[src/rtl/breakout_game_ctrl.sv]
// breakout_game_ctrl: game sequencer for Breakout.
// Owns the ball position and direction, the lives and score counters, and
// the IDLE/PLAY/LOST/OVER state machine. All game state advances on
// frame_tick only. Between ticks, serve and brick_hit are latched so that
// short pulses are not missed.
//
// Ports:
//   CLOCK_50    system clock
//   reset_n     asynchronous active-low reset
//   frame_tick  one-cycle pulse per frame (start of vertical blanking)
//   serve       debounced serve button pulse
//   paddle_x    left column of the paddle (paddle spans paddle_x..paddle_x+64)
//   brick_hit   scanned ball overlaps a live brick
//   ball_x      ball left column (ball is 4x4)
//   ball_y      ball top row
//   state       IDLE=0, PLAY=1, LOST=2, OVER=3
//   lives       remaining lives
//   score       bricks hit, saturating at 1023
//
// state | meaning
// IDLE  | ball rides the paddle, waiting for serve
// PLAY  | ball in flight, walls/paddle/bricks resolved every frame
// LOST  | ball missed, frozen for LOST_FRAMES frames
// OVER  | no lives left, serve restarts the game
module breakout_game_ctrl #(
  parameter int SPEED       = 2,
  parameter int LIVES       = 3,
  parameter int LOST_FRAMES = 60
) (
  input  logic       CLOCK_50,
  input  logic       reset_n,
  input  logic       frame_tick,
  input  logic       serve,
  input  logic [9:0] paddle_x,
  input  logic       brick_hit,
  output logic [9:0] ball_x,
  output logic [8:0] ball_y,
  output logic [1:0] state,
  output logic [2:0] lives,
  output logic [9:0] score
);

  typedef enum logic [1:0] {IDLE = 2'd0, PLAY = 2'd1, LOST = 2'd2, OVER = 2'd3} state_t;

  localparam logic signed [10:0] STEP = 11'(SPEED);

  state_t     st;
  logic       dx, dy;
  logic       serve_pend, hit_pend;
  logic [7:0] frame_cnt;

  logic              dy_eff;
  logic signed [10:0] nx, ny;
  logic signed [11:0] bx, by, px, ny_w;
  logic              on_paddle;

  assign state = st;

  // A pending brick hit flips the vertical direction before the step is taken.
  always_comb begin
    dy_eff = hit_pend ? ~dy : dy;
    nx     = dx ? (signed'({1'b0, ball_x}) + STEP) : (signed'({1'b0, ball_x}) - STEP);
    ny     = dy_eff ? (signed'({2'b00, ball_y}) + STEP) : (signed'({2'b00, ball_y}) - STEP);
    bx     = signed'({2'b00, ball_x});
    by     = signed'({3'b000, ball_y});
    px     = signed'({2'b00, paddle_x});
    ny_w   = {ny[10], ny};
    // Catch only when the ball bottom crosses the paddle top on this step.
    on_paddle = dy_eff
             && (by + 12'sd3 < 12'sd440)
             && (ny_w + 12'sd3 >= 12'sd440)
             && (bx + 12'sd3 >= px)
             && (bx <= px + 12'sd64);
  end

  always_ff @(posedge CLOCK_50 or negedge reset_n) begin
    if (!reset_n) begin
      st         <= IDLE;
      lives      <= 3'(LIVES);
      score      <= 10'd0;
      ball_x     <= 10'd295;
      ball_y     <= 9'd436;
      dx         <= 1'b1;
      dy         <= 1'b0;
      serve_pend <= 1'b0;
      hit_pend   <= 1'b0;
      frame_cnt  <= 8'd0;
    end else if (frame_tick) begin
      // Pulses coinciding with the tick are dropped along with the flags.
      serve_pend <= 1'b0;
      hit_pend   <= 1'b0;
      case (st)
        IDLE: begin
          ball_x <= paddle_x + 10'd30;
          ball_y <= 9'd436;
          dx     <= 1'b1;
          dy     <= 1'b0;
          if (serve_pend) st <= PLAY;
        end
        PLAY: begin
          if (hit_pend && score != 10'd1023) score <= score + 10'd1;
          if (nx < 11'sd40) begin
            ball_x <= 10'd40;
            dx     <= 1'b1;
          end else if (nx > 11'sd586) begin
            ball_x <= 10'd586;
            dx     <= 1'b0;
          end else begin
            ball_x <= nx[9:0];
          end
          dy <= dy_eff;
          if (ny < 11'sd30) begin
            ball_y <= 9'd30;
            dy     <= 1'b1;
          end else if (on_paddle) begin
            ball_y <= 9'd436;
            dy     <= 1'b0;
          end else if (ny > 11'sd476) begin
            if (lives != 3'd0) lives <= lives - 3'd1;
            frame_cnt <= 8'(LOST_FRAMES);
            st        <= LOST;
          end else begin
            ball_y <= ny[8:0];
          end
        end
        LOST: begin
          if (frame_cnt <= 8'd1) begin
            frame_cnt <= 8'd0;
            st        <= (lives == 3'd0) ? OVER : IDLE;
          end else begin
            frame_cnt <= frame_cnt - 8'd1;
          end
        end
        OVER: begin
          if (serve_pend) begin
            lives <= 3'(LIVES);
            score <= 10'd0;
            st    <= IDLE;
          end
        end
      endcase
    end else begin
      if (serve) serve_pend <= 1'b1;
      if (brick_hit && st == PLAY) hit_pend <= 1'b1;
    end
  end

endmodule

[config.mk]
export PLATFORM = sky130hd
export DESIGN_NAME = breakout_game_ctrl
export DESIGN_NICKNAME = d
export VERILOG_FILES = /design/src/rtl/breakout_game_ctrl.sv
export SDC_FILE = /design/constraint.sdc
export NUM_CORES = 1
export LEC_CHECK = 0
export CAP_MARGIN = 40
export CORE_UTILIZATION = 52
export DETAILED_ROUTE_END_ITERATION = 8
export GPL_TIMING_DRIVEN = 0
export PLACE_DENSITY = 0.78
export SYNTH_ARGS = -nofsm -noshare
export SYNTH_HDL_FRONTEND = slang
export SYNTH_SLANG_ARGS = --single-unit
[constraint.sdc]
create_clock -name CLOCK_50 -period 3.4 [get_ports CLOCK_50]
set_input_delay 0.85 -clock CLOCK_50 [delete_from_list [all_inputs] [get_ports CLOCK_50]]
set_output_delay 0.85 -clock CLOCK_50 [all_outputs]
set_load 0.005 [all_outputs]
# --- Yosys cells after proc, flatten, opt, wreduce, memory -nomap -nowiden ---
# Index checks and enable logic that the tools add are counted.
# Widths: inputs -> output; s select.
totals:
  ff_bits: 46
  word_cells: 109
op_classes:
  add_sub_neg: 12
  magnitude_cmp: 9
  n_eq_ne: 14
  n_mux: 42
  bitwise: 1
  n_reduce_logical: 21
ops:
  columns: ["cell", "n"]
  rows:
  - ["$mux 10", 4]
  - ["$pmux 10 s2", 2]
  - ["$mux 8", 4]
  - ["$mux 9", 3]
  - ["$add 10x2->11 const B", 2]
  - ["$mux 11", 2]
  - ["$add 9x2->10 const B", 2]
  - ["$pmux 9 s2", 1]
  - ["$ne 2x2->1 const B", 8]
  - ["$pmux 8 s2", 1]
  - ["$mux 3", 5]
  - ["$mux 2", 7]
  - ["$reduce_and 7->1", 2]
  - ["$add 11x3->12 const B", 1]
  - ["$ge 12x10->1 const B", 1]
  - ["$add 10x7->11 const B", 1]
  - ["$ge 11x10->1", 1]
  - ["$gt 11x10->1 const B", 1]
  - ["$gt 11x11->1 const B", 1]
  - ["$le 10x11->1", 1]
  - ["$lt 11x6->1 const B", 1]
  - ["$lt 11x7->1 const B", 1]
  - ["$sub 10x2->11 const B", 1]
  - ["$add 10x1->10 const B", 1]
  - ["other kinds (25)", 45]

# --- Depth between registers and ports, before layout ---
# Gate-level depths: netlist of the first run.
logic_depth:
  word_depth: 11
  mapped_depth: 15
  mapped_depth_nobuf: 14

# --- Worst setup path after synthesis of the first run ---
# OpenSTA, ideal clock, no wires.
synth_timing:
  path_kind: "reg2reg"
  from: "reg ball_x[2]"
  to: "reg frame_cnt[1]"
  arrival_time_ps: 3138
  required_ps: 3278
  slack_ps: 140
  path_stages_with_launch: 15
  path_buffers: 1
  path_cell_list: "dfstp_2 and3_1 o21ai_0 nor2_1 nand2_1 xnor2_1 ha_1 a21o_1 a211o_2 o2111ai_1 nor4b_4 a31oi_2 buf_6 nand3_4 a32o_1"
synth_between:
  elab_chain_len: 6
  word_cells_on_any_way: 7
  classes_between: "add/sub (1); order compare (2); eq/ne (1); reduce/logical (3)"
synth_rtl:
  columns: ["element", "line_no", "text"]
  rows:
  - ["start, declared", "36", "output logic [9:0] ball_x,"]
  - ["start signal, assigned", "94", "ball_x <= paddle_x + 10'd30;"]
  - ["start signal, assigned", "109", "ball_x <= nx[9:0];"]
  - ["$add 10x2->11", "72", "&& (bx + 12'sd3 >= px)"]
  - ["$ge 11x10->1", "72", null]
  - ["$logic_and 1x1->1", "72", null]
  - ["$logic_and 1x1->1 *", "73", "&& (bx <= px + 12'sd64);"]
  - ["$ne 2x2->1 (no source line) *", null, null]
  - ["$reduce_and 5->1 (no source line) *", null, null]
  - ["end signal, assigned", "120", "frame_cnt <= 8'(LOST_FRAMES);"]
  - ["end signal, assigned", "131", "frame_cnt <= frame_cnt - 8'd1;"]
  - ["end, declared", "50", "logic [7:0] frame_cnt;"]
# Every way passes the cells marked *; elsewhere a longest branch is shown, timed or not.
# A chain may end at the register's enable or synchronous reset.

# --- Worst setup path after layout of the first run ---
layout_timing:
  from: "reg ball_x[1]"
  to: "reg ball_y[8]"
layout_between:
  elab_chain_len: 7
  word_cells_on_any_way: 10
  classes_between: "add/sub (1); order compare (2); eq/ne (1); mux (3); reduce/logical (3)"
layout_rtl:
  columns: ["element", "line_no", "text"]
  rows:
  - ["$add 10x2->11", "72", null]
  - ["$ge 11x10->1", "72", null]
  - ["$logic_and 1x1->1", "72", null]
  - ["$logic_and 1x1->1 *", "73", null]
  - ["$mux 9", "115", "end else if (on_paddle) begin"]
  - ["$mux 9", "112", "if (ny < 11'sd30) begin"]
  - ["$pmux 9 s2", "92", "case (st)"]
  - ["end signal, assigned", "123", "ball_y <= ny[8:0];"]
  - ["end, declared", "37", "output logic [8:0] ball_y,"]
# Marks and branches as above.

==> out/metrics.json, run 1 <==
{
  "run_status": {"value": "finished, final reports clean"},
  "design.die.area": {"value": 0.00866, "unit": "mm2"},
  "hold_buffers": {"value": 0},
  "die_h": {"value": 93.1, "unit": "um"},
  "syn_to_final_growth": {"value": 21.9, "unit": "%"},
  "cts_htree_levels": {"value": 2},
  "placeableCoreArea": {"value": 0.00789, "unit": "mm2"},
  "grt_usage": {"value": 26.7, "unit": "%"},
  "crit_path_start": {"value": "ball_x[1]"},
  "cts_buffer_depth": {"value": 2},
  "final_setup_skew": {"value": 0.00616, "unit": "ns"},
  "synthFlopType": {"value": "sky130_fd_sc_hd__dfrtp_1"},
  "synth.ff_latch_count": {"value": 45},
  "drc": {"value": 0},
  "antenna_left": {"value": 0},
  "dp_hpwl": {"value": 8250, "unit": "um"},
  "worstRegToRegCells": {"value": 13},
  "comb_power_share": {"value": 70.1, "unit": "%"},
  "synthesis.area": {"value": 0.00431, "unit": "mm2"},
  "finalHoldWorstSlack": {"value": 0.525, "unit": "ns"},
  "clock_insertion_delay_worst_skew": {"value": 0.30, "unit": "ns"},
  "cts_tree": {"value": "done"},
  "critical_path_required": {"value": 3.62, "unit": "ns"},
  "floorplan.rows": {"value": 32},
  "p_per_area": {"value": 895, "unit": "mW/mm2"},
  "first_global_vias": {"value": 3923},
  "clockPowerShare": {"value": 7.2, "unit": "%"},
  "synth_nets": {"value": 569},
  "worstMarginPinSlew": {"value": 0.830, "unit": "ns"},
  "clkSlewWorstSetupHoldPaths": {"value": 0.08, "unit": "ns"},
  "relSlewSlack": {"value": 44.5, "unit": "%"},
  "number_of_search_and_repair_iterations_in_the_first_detailed_routing_pass": {"value": 8},
  "clock-sinks": {"value": 45},
  "synthMostInstantiatedCell": {"value": "sky130_fd_sc_hd__nor2_1"},
  "dpl-instance-area": {"value": 0.00493, "unit": "mm2"},
  "portBuffers": {"value": 47},
  "netlist_top_cells_area": {"value": "sky130_fd_sc_hd__dfrtp_1 19%, sky130_fd_sc_hd__ha_1 12%, sky130_fd_sc_hd__dfstp_2 7.9%"},
  "syn_inst": {"value": 512},
  "initial_utilization": {"value": 54.7, "unit": "%"},
  "vias_per_cell": {"value": 6.17},
  "finalWeightedCongestion": {"value": 0.902},
  "drive_above_1_share": {"value": 16.4, "unit": "%"},
  "critical_path_peak_fanout": {"value": 4},
  "cts_made_buffers": {"value": 5},
  "horiz_die_dim": {"value": 93.1, "unit": "um"},
  "maxSlewViolCount": {"value": 0},
  "grt_max_degree": {"value": 25},
  "max_cap_viol_count": {"value": 0},
  "power.share.switching": {"value": 48.3, "unit": "%"},
  "synth_top_cell_by_area": {"value": "sky130_fd_sc_hd__dfrtp_1"},
  "finalCritPeriodShare": {"value": 99.5, "unit": "%"},
  "path_class": {"value": "flop to flop"},
  "final_nets": {"value": 635},
  "ir_drop": {"value": 0.357, "unit": "mV"},
  "diodes": {"value": 0},
  "grt_overflow": {"value": 0},
  "cp-end-kind": {"value": "flop"},
  "yosysWarningCount": {"value": 0},
  "total_wire_length_after_detailed_routing": {"value": 11200, "unit": "um"},
  "worst_hold_path_type": {"value": "input pin to asynchronous set/reset pin"},
  "design.portCount": {"value": 49},
  "total_power": {"value": 0.00471, "unit": "W"},
  "fin_area": {"value": 0.00526, "unit": "mm2"},
  "timing.critical_path.arrival": {"value": 3.61, "unit": "ns"},
  "share_of_synthesized_registers_carrying_an_async_set_or_reset": {"value": 100, "unit": "%"},
  "synth_commonest_cells": {"value": "52 x sky130_fd_sc_hd__nor2_1, 43 x sky130_fd_sc_hd__nand2_1, 41 x sky130_fd_sc_hd__ha_1"},
  "rsz0062_at_grt": {"value": "true"},
  "finalSetupViolCount": {"value": 0},
  "power_report.internal_total": {"value": 0.00244, "unit": "W"},
  "synth.top_cell.area_share": {"value": 18.6, "unit": "%"},
  "avgRoutedWirePerCell": {"value": 16.5, "unit": "um"},
  "worst_setup_path_start_kind": {"value": "flop"},
  "first_pass_grt_wire_length": {"value": 18500, "unit": "um"},
  "power.static_leakage": {"value": 2.25, "unit": "nW"},
  "clockRootBuffer": {"value": "sky130_fd_sc_hd__clkbuf_8"},
  "tns": {"value": 0, "unit": "ns"},
  "number_of_antenna_violations_at_the_first_check_in_global_routing": {"value": 0},
  "drt_iter0_drc": {"value": 362},
  "synth_enable_flop_cells": {"value": 0},
  "hold_viol": {"value": 0},
  "syn_area_per_cell": {"value": 8.43, "unit": "um2"},
  "timing.rr.start": {"value": "ball_x[1]"},
  "power.share.sequential": {"value": 22.7, "unit": "%"},
  "period_needed": {"value": 3.38, "unit": "ns"},
  "power.net_switching": {"value": 0.00227, "unit": "W"},
  "routed-via-count": {"value": 4201},
  "synth.yosys.seq_area_share": {"value": 26.5, "unit": "%"},
  "synth.distinct_cells": {"value": 82},
  "max_freq": {"value": 296, "unit": "MHz"}
}
kinds of logic (layout without fill, tap and decap cells):
group / Yosys count / after routing / synth area share, %
flip-flops: 45 / 45 / 26.5
buffers and inverters: 54 / 120 / 6.70
multiplexers: 5 / 5 / 1.16
other: 1 / 1 / 0.0869
XOR/XNOR: 34 / 34 / 7.25
AO/OA/AOI/OAI: 141 / 141 / 22.1
AND/OR/NAND/NOR: 189 / 190 / 23.6
adder cells (fa/ha/maj): 43 / 43 / 12.6
power by group through the flow:
| stage | Sequential (W) | Combinational (W) | Clock, W |
|---|---|---|---|
| final | 0.00107 | 0.00330 | 0.000337 |
| after global routing | 0.00110 | 0.00367 | 0.000365 |
| after CTS | 0.00105 | 0.00307 | 0.000346 |
| after detailed placement | 0.00108 | 0.00297 | 0 |
| after global placement | 0.00107 | 0.00287 | 0 |
| after floorplan | 0.000998 | 0.00219 | 0 |
per-stage QoR:
step / setup slack, ns / utilization (%) / instances
6_report: 0.0178 / 66.7 / 681
5_1_grt: -0.0847 / 66.7 / 681
4_1_cts: 0.0342 / 64.3 / 674
3_5_place_dp: -0.465 / 62.6 / 662
3_3_place_gp: -0.436 / 62.3 / 661
2_1_floorplan: 0.140 / - / 512
flip-flops by register name, summed over array words and instances (netlist names):
signal	count
hit_pend	1
state	2
serve_pend	1
lives	3
score	10
dx	1
ball_y	8
ball_x	10
dy	1
frame_cnt	8
metal layers:
layer,global-route usage (%),part of all wire (%),wire [um],vias up
li1,-,-,-,2008
met1,36.0,42,4710,1983
met2,44.9,49,5510,182
met3,3.50,6.6,746,28
met4,7.31,2.2,252,0
met5,0,0,0,-
placed cells by master, fill, tap and decap left out, types with 12 or more instances in the layout:
cell type | netlist | routed
sky130_fd_sc_hd__buf_4 | 2 | 12
sky130_fd_sc_hd__o21ai_0 | 19 | 17
sky130_fd_sc_hd__nor2_1 | 52 | 50
sky130_fd_sc_hd__ha_1 | 41 | 37
sky130_fd_sc_hd__dfstp_2 | 13 | 13
sky130_fd_sc_hd__clkdlybuf4s50_1 | 0 | 39
sky130_fd_sc_hd__xnor2_1 | 22 | 21
sky130_fd_sc_hd__nor3_1 | 14 | 14
sky130_fd_sc_hd__inv_1 | 39 | 34
sky130_fd_sc_hd__nand3_1 | 16 | 14
sky130_fd_sc_hd__nand2_1 | 43 | 42
sky130_fd_sc_hd__dfrtp_1 | 32 | 30
sky130_fd_sc_hd__clkbuf_8 | 7 | 13
sky130_fd_sc_hd__a21oi_1 | 38 | 35
what timing repair did:
action                                  CTS  global route
buffers inserted                          4             6
gates resized for setup                   6            38
gates cloned                              0             2
pin swaps                                 2            15
endpoints found under the setup margin   21            27
critical path: stages, from the launching register on:
cell and delay [ns]:
sky130_fd_sc_hd__dfstp_2 0.60, sky130_fd_sc_hd__buf_4 0.14, sky130_fd_sc_hd__buf_4 0.11, sky130_fd_sc_hd__o21ai_0 0.11, sky130_fd_sc_hd__xnor2_1 0.15, sky130_fd_sc_hd__ha_1 0.29, sky130_fd_sc_hd__o2111a_1 0.24, sky130_fd_sc_hd__o31ai_4 0.09
sky130_fd_sc_hd__a21oi_2 0.19, sky130_fd_sc_hd__o2111ai_4 0.15, sky130_fd_sc_hd__nor4b_4 0.43, sky130_fd_sc_hd__a31oi_4 0.16, sky130_fd_sc_hd__or3_4 0.43, sky130_fd_sc_hd__o22a_1 0.20
final cells by class:
class	count	area, um2
buffer	14	139
multi-input combinational	414	3020
timing repair buffer	59	587
fill	620	2630
sequential	45	1140
tap	102	128
clock buffer	8	90.1
inverter	39	151
final timing paths:
path / slack (ns) / end
worst max-delay path: 0.02 / ball_y[8]
worst min-delay path: 0.53 / ball_y[6]
worst max register to register: 0.02 / ball_y[8]
worst min register to register: 0.53 / score[0]
max in group asynchronous: 2.30 / lives[1]
min in group CLOCK_50: 0.53 / score[0]
Power figures use the tool's default switching activity.
==> run 2: changes to the inputs <==
--- a/config.mk
+++ b/config.mk
@@ -7,6 +7,7 @@
 export LEC_CHECK = 0
 export CAP_MARGIN = 40
 export CORE_UTILIZATION = 52
+export CTS_CLUSTER_SIZE = 24
 export DETAILED_ROUTE_END_ITERATION = 8
 export GPL_TIMING_DRIVEN = 0
 export PLACE_DENSITY = 0.78
==> results of run 2 <==
No change in the layout: final DEF, timing and power equal those of run 1.
==> run 3: changes to the inputs <==
--- a/config.mk
+++ b/config.mk
@@ -11,6 +11,7 @@
 export DETAILED_ROUTE_END_ITERATION = 8
 export GPL_TIMING_DRIVEN = 0
 export PLACE_DENSITY = 0.78
+export SETUP_SLACK_MARGIN = 0.3
 export SYNTH_ARGS = -nofsm -noshare
 export SYNTH_HDL_FRONTEND = slang
 export SYNTH_SLANG_ARGS = --single-unit
==> run 3 against run 2 <==
First-iteration DRC count down 42%; critical path type unchanged; flip-flop and latch count unchanged; largest power group unchanged; total power up 11%; largest cell class unchanged; die area unchanged; sequential share of layout area down 1.1 points; combinational power up 16%; maximum frequency up 5.5%; cell count up 3.1%; highest routed layer unchanged.
==> out/metrics.json, run 3 (synthesis gave the netlist of run 1 again) <==
{
  "period_needed": {"value": 3.21, "unit": "ns", "change": "was 3.38 ns"},
  "finalCritPeriodShare": {"value": 94.3, "unit": "%", "change": "was 99.5%"},
  "crit_chain": {"value": "clkbuf_8, inv_1, ha_2, or3b_2, mux2i_4, xor2_1, a311o_2, o211ai_1, a31oi_4, buf_6, nand3_4, a32o_1", "change": "was buf_4, buf_4, o21ai_0, xnor2_1, ha_1, o2111a_1, o31ai_4, a21oi_2, o2111ai_4, nor4b_4, a31oi_4, or3_4, o22a_1"},
  "total_power": {"value": 0.00525, "unit": "W", "change": "was 0.00471 W"},
  "cpMaxStageDelayCell": {"value": "sky130_fd_sc_hd__or3b_2", "change": "was sky130_fd_sc_hd__dfstp_2"},
  "worst_hold_path_type": {"value": "input pin to asynchronous set/reset pin", "change": "unchanged"},
  "clock_insertion_delay_worst_skew": {"value": 0.31, "unit": "ns", "change": "was 0.30 ns"},
  "drive_above_1_share": {"value": 22.7, "unit": "%", "change": "was 16.4%"},
  "finalSetupViolCount": {"value": 0, "change": "unchanged"},
  "multiInputGateArea": {"value": 0.00314, "unit": "mm2", "change": "was 0.00302 mm2"},
  "power.static_leakage": {"value": 2.34, "unit": "nW", "change": "was 2.25 nW"},
  "max_freq": {"value": 312, "unit": "MHz", "change": "was 296 MHz"},
  "first_pass_grt_wire_length": {"value": 18900, "unit": "um", "change": "was 18500 um"},
  "cp_slowest_stage_delay": {"value": 0.49, "unit": "ns", "change": "was 0.60 ns"},
  "p_per_area": {"value": 949, "unit": "mW/mm2", "change": "was 895 mW/mm2"},
  "clockRootBuffer": {"value": "sky130_fd_sc_hd__clkbuf_8", "change": "unchanged"},
  "vias_per_cell": {"value": 6.14, "change": "was 6.17"},
  "max_cap_viol_count": {"value": 0, "change": "unchanged"},
  "design.die.area": {"value": 0.00866, "unit": "mm2", "change": "unchanged"},
  "run_status": {"value": "finished, final reports clean", "change": "unchanged"},
  "rsz0062_at_grt": {"value": "true", "change": "unchanged"},
  "portBuffers": {"value": 47, "change": "unchanged"},
  "number_of_antenna_violations_at_the_first_check_in_global_routing": {"value": 0, "change": "unchanged"},
  "horiz_die_dim": {"value": 93.1, "unit": "um", "change": "unchanged"},
  "finalWeightedCongestion": {"value": 0.938, "change": "was 0.902"},
  "timing.critical_path.arrival": {"value": 3.39, "unit": "ns", "change": "was 3.61 ns"},
  "diodes": {"value": 0, "change": "unchanged"},
  "clock-sinks": {"value": 45, "change": "unchanged"},
  "initial_utilization": {"value": 54.7, "unit": "%", "change": "unchanged"},
  "antenna_left": {"value": 0, "change": "unchanged"},
  "cts_buffer_depth": {"value": 2, "change": "unchanged"},
  "ir_drop": {"value": 0.405, "unit": "mV", "change": "was 0.357 mV"},
  "final_setup_skew": {"value": 0.0149, "unit": "ns", "change": "was 0.00616 ns"},
  "hold_viol": {"value": 0, "change": "unchanged"},
  "first_global_vias": {"value": 4011, "change": "was 3923"},
  "crit_path_start": {"value": "ball_y[1]", "change": "was ball_x[1]"},
  "number_of_search_and_repair_iterations_in_the_first_detailed_routing_pass": {"value": 5, "change": "was 8"},
  "total_wire_length_after_detailed_routing": {"value": 11900, "unit": "um", "change": "was 11200 um"},
  "cts_htree_levels": {"value": 2, "change": "unchanged"},
  "critical_path_required": {"value": 3.59, "unit": "ns", "change": "was 3.62 ns"},
  "routed-via-count": {"value": 4313, "change": "was 4201"},
  "worst_setup_path_endpoint": {"value": "frame_cnt[1]", "change": "was ball_y[8]"},
  "design.portCount": {"value": 49, "change": "unchanged"},
  "drc": {"value": 0, "change": "unchanged"},
  "cts_made_buffers": {"value": 5, "change": "unchanged"},
  "grt_overflow": {"value": 0, "change": "unchanged"},
  "worstMarginPinSlew": {"value": 0.789, "unit": "ns", "change": "was 0.830 ns"},
  "critical_path_peak_fanout": {"value": 10, "change": "was 4"},
  "worst_setup_path_start_kind": {"value": "flop", "change": "unchanged"},
  "timing.final.ws_setup": {"value": 0.194, "unit": "ns", "change": "was 0.0178 ns"},
  "grt_max_degree": {"value": 31, "change": "was 25"},
  "postLayoutCoreUtil": {"value": 70.1, "unit": "%", "change": "was 66.7%"},
  "grt_usage": {"value": 26.7, "unit": "%", "change": "about the same"},
  "maxSlewViolCount": {"value": 0, "change": "unchanged"},
  "layout.cells.most_common": {"value": "sky130_fd_sc_hd__nor2_1", "change": "unchanged"},
  "final_cell_mix": {"value": "51 x sky130_fd_sc_hd__nor2_1, 42 x sky130_fd_sc_hd__nand2_1, 38 x sky130_fd_sc_hd__ha_1", "change": "was 50 x sky130_fd_sc_hd__nor2_1, 42 x sky130_fd_sc_hd__nand2_1, 39 x sky130_fd_sc_hd__clkdlybuf4s50_1"},
  "timing.rr.start": {"value": "ball_y[1]", "change": "was ball_x[1]"},
  "reg_top3": {"value": "ball_x: 10 flops, score: 10 flops", "change": "unchanged"},
  "regArea": {"value": 0.00114, "unit": "mm2", "change": "unchanged"},
  "dpl.cell_count": {"value": 662, "change": "unchanged"},
  "cp-end-kind": {"value": "flop", "change": "unchanged"},
  "number_of_cells_in_the_finished_layout_apart_from_fillers": {"value": 702, "change": "was 681"},
  "tns": {"value": 0, "unit": "ns", "change": "unchanged"},
  "dp_hpwl": {"value": 8230, "unit": "um", "change": "was 8250 um"},
  "critical_path.reg2reg.endpoint": {"value": "frame_cnt[1]", "change": "was ball_y[8]"},
  "worstRegToRegCells": {"value": 12, "change": "was 13"},
  "fillerInstances": {"value": 580, "change": "was 620"},
  "placeableCoreArea": {"value": 0.00789, "unit": "mm2", "change": "unchanged"},
  "relSlewSlack": {"value": 47.2, "unit": "%", "change": "was 44.5%"},
  "pre_cts_slack": {"value": -0.423, "unit": "ns", "change": "was -0.465 ns"},
  "clkSlewWorstSetupHoldPaths": {"value": 0.10, "unit": "ns", "change": "was 0.08 ns"},
  "drt_iter0_drc": {"value": 211, "change": "was 362"},
  "path_class": {"value": "flop to flop", "change": "unchanged"},
  "syn_to_final_growth": {"value": 28.2, "unit": "%", "change": "was 21.9%"},
  "avgRoutedWirePerCell": {"value": 17.0, "unit": "um", "change": "was 16.5 um"},
  "reg2reg_setup_slack": {"value": 0.19, "unit": "ns", "change": "was 0.02 ns"},
  "floorplan.rows": {"value": 32, "change": "unchanged"},
  "cts_tree": {"value": "done", "change": "unchanged"},
  "final_nets": {"value": 656, "change": "was 635"},
  "die_h": {"value": 93.1, "unit": "um", "change": "unchanged"}
}
## run 3: area by class of cell
| type | count | share of cell area (%) |
|---|---|---|
| buffer | 15 | 2.63 |
| clock buffer | 5 | 1.24 |
| clock inverter | 3 | 0.385 |
| inverter | 39 | 2.81 |
| multi-input combinational | 413 | 56.7 |
| sequential | 45 | 20.7 |
| tap | 102 | 2.31 |
| timing repair buffer | 80 | 13.2 |
## run 3: metal layers
metal  global-route usage, %  up-vias  routed length (um)  part of all wire, %
met2                    46.1      161                5920                   50
met1                    35.9     2090                5250                   44
met5                       0        -                   0                    0
li1                        -     2042                   -                    -
met3                    2.44       20                 581                  4.9
met4                    6.79        0                 162                  1.4
## run 3: where the power goes
group / internal [W] / switching, W / total, W
logic: 0.00180 / 0.00204 / 0.00384
registers: 0.000767 / 0.000295 / 0.00106
clock network: 0.000146 / 0.000203 / 0.000350
total: 0.00272 / 0.00253 / 0.00525
## run 3: worst min path at each step
stage                   from   endpoint  slack (ns)  cells past startpoint
CTS                  reset_n  ball_y[3]        0.46                      1
floorplan                 dx         dx        0.50                      2
finish               reset_n  ball_y[3]        0.45                      1
global route         reset_n  ball_y[3]        0.47                      1
detailed placement  lives[0]   lives[0]        0.52                      2
global placement    lives[0]   lives[0]        0.52                      2
## run 3: timing repair
item / CTS / global route
setup buffers: 22 / 9
gates cloned: 1 / 0
endpoints found under the setup margin: 31 / 32
resized for setup: 43 / 32
pin swaps: 20 / 16
hold buffers: 0 / 0
## run 3: stage by stage
| step | area (um2) | hold slack [ns] |
|---|---|---|
| 2_1_floorplan | 4330 | 0.498 |
| 3_3_place_gp | 4920 | 0.516 |
| 3_5_place_dp | 4940 | 0.524 |
| 4_1_cts | 5320 | 0.456 |
| 5_1_grt | 5530 | 0.468 |
| 6_report | 5530 | 0.453 |
## run 3: critical path, delay by kind of cell, from the launching register on
kind | cells | cell delay, ns
fa+ha+maj | 1 | 0.25
compound gates | 4 | 0.93
buf+inv | 3 | 0.44
mux | 1 | 0.19
flops | 1 | 0.44
simple gates | 2 | 0.61
xor+xnor | 1 | 0.22
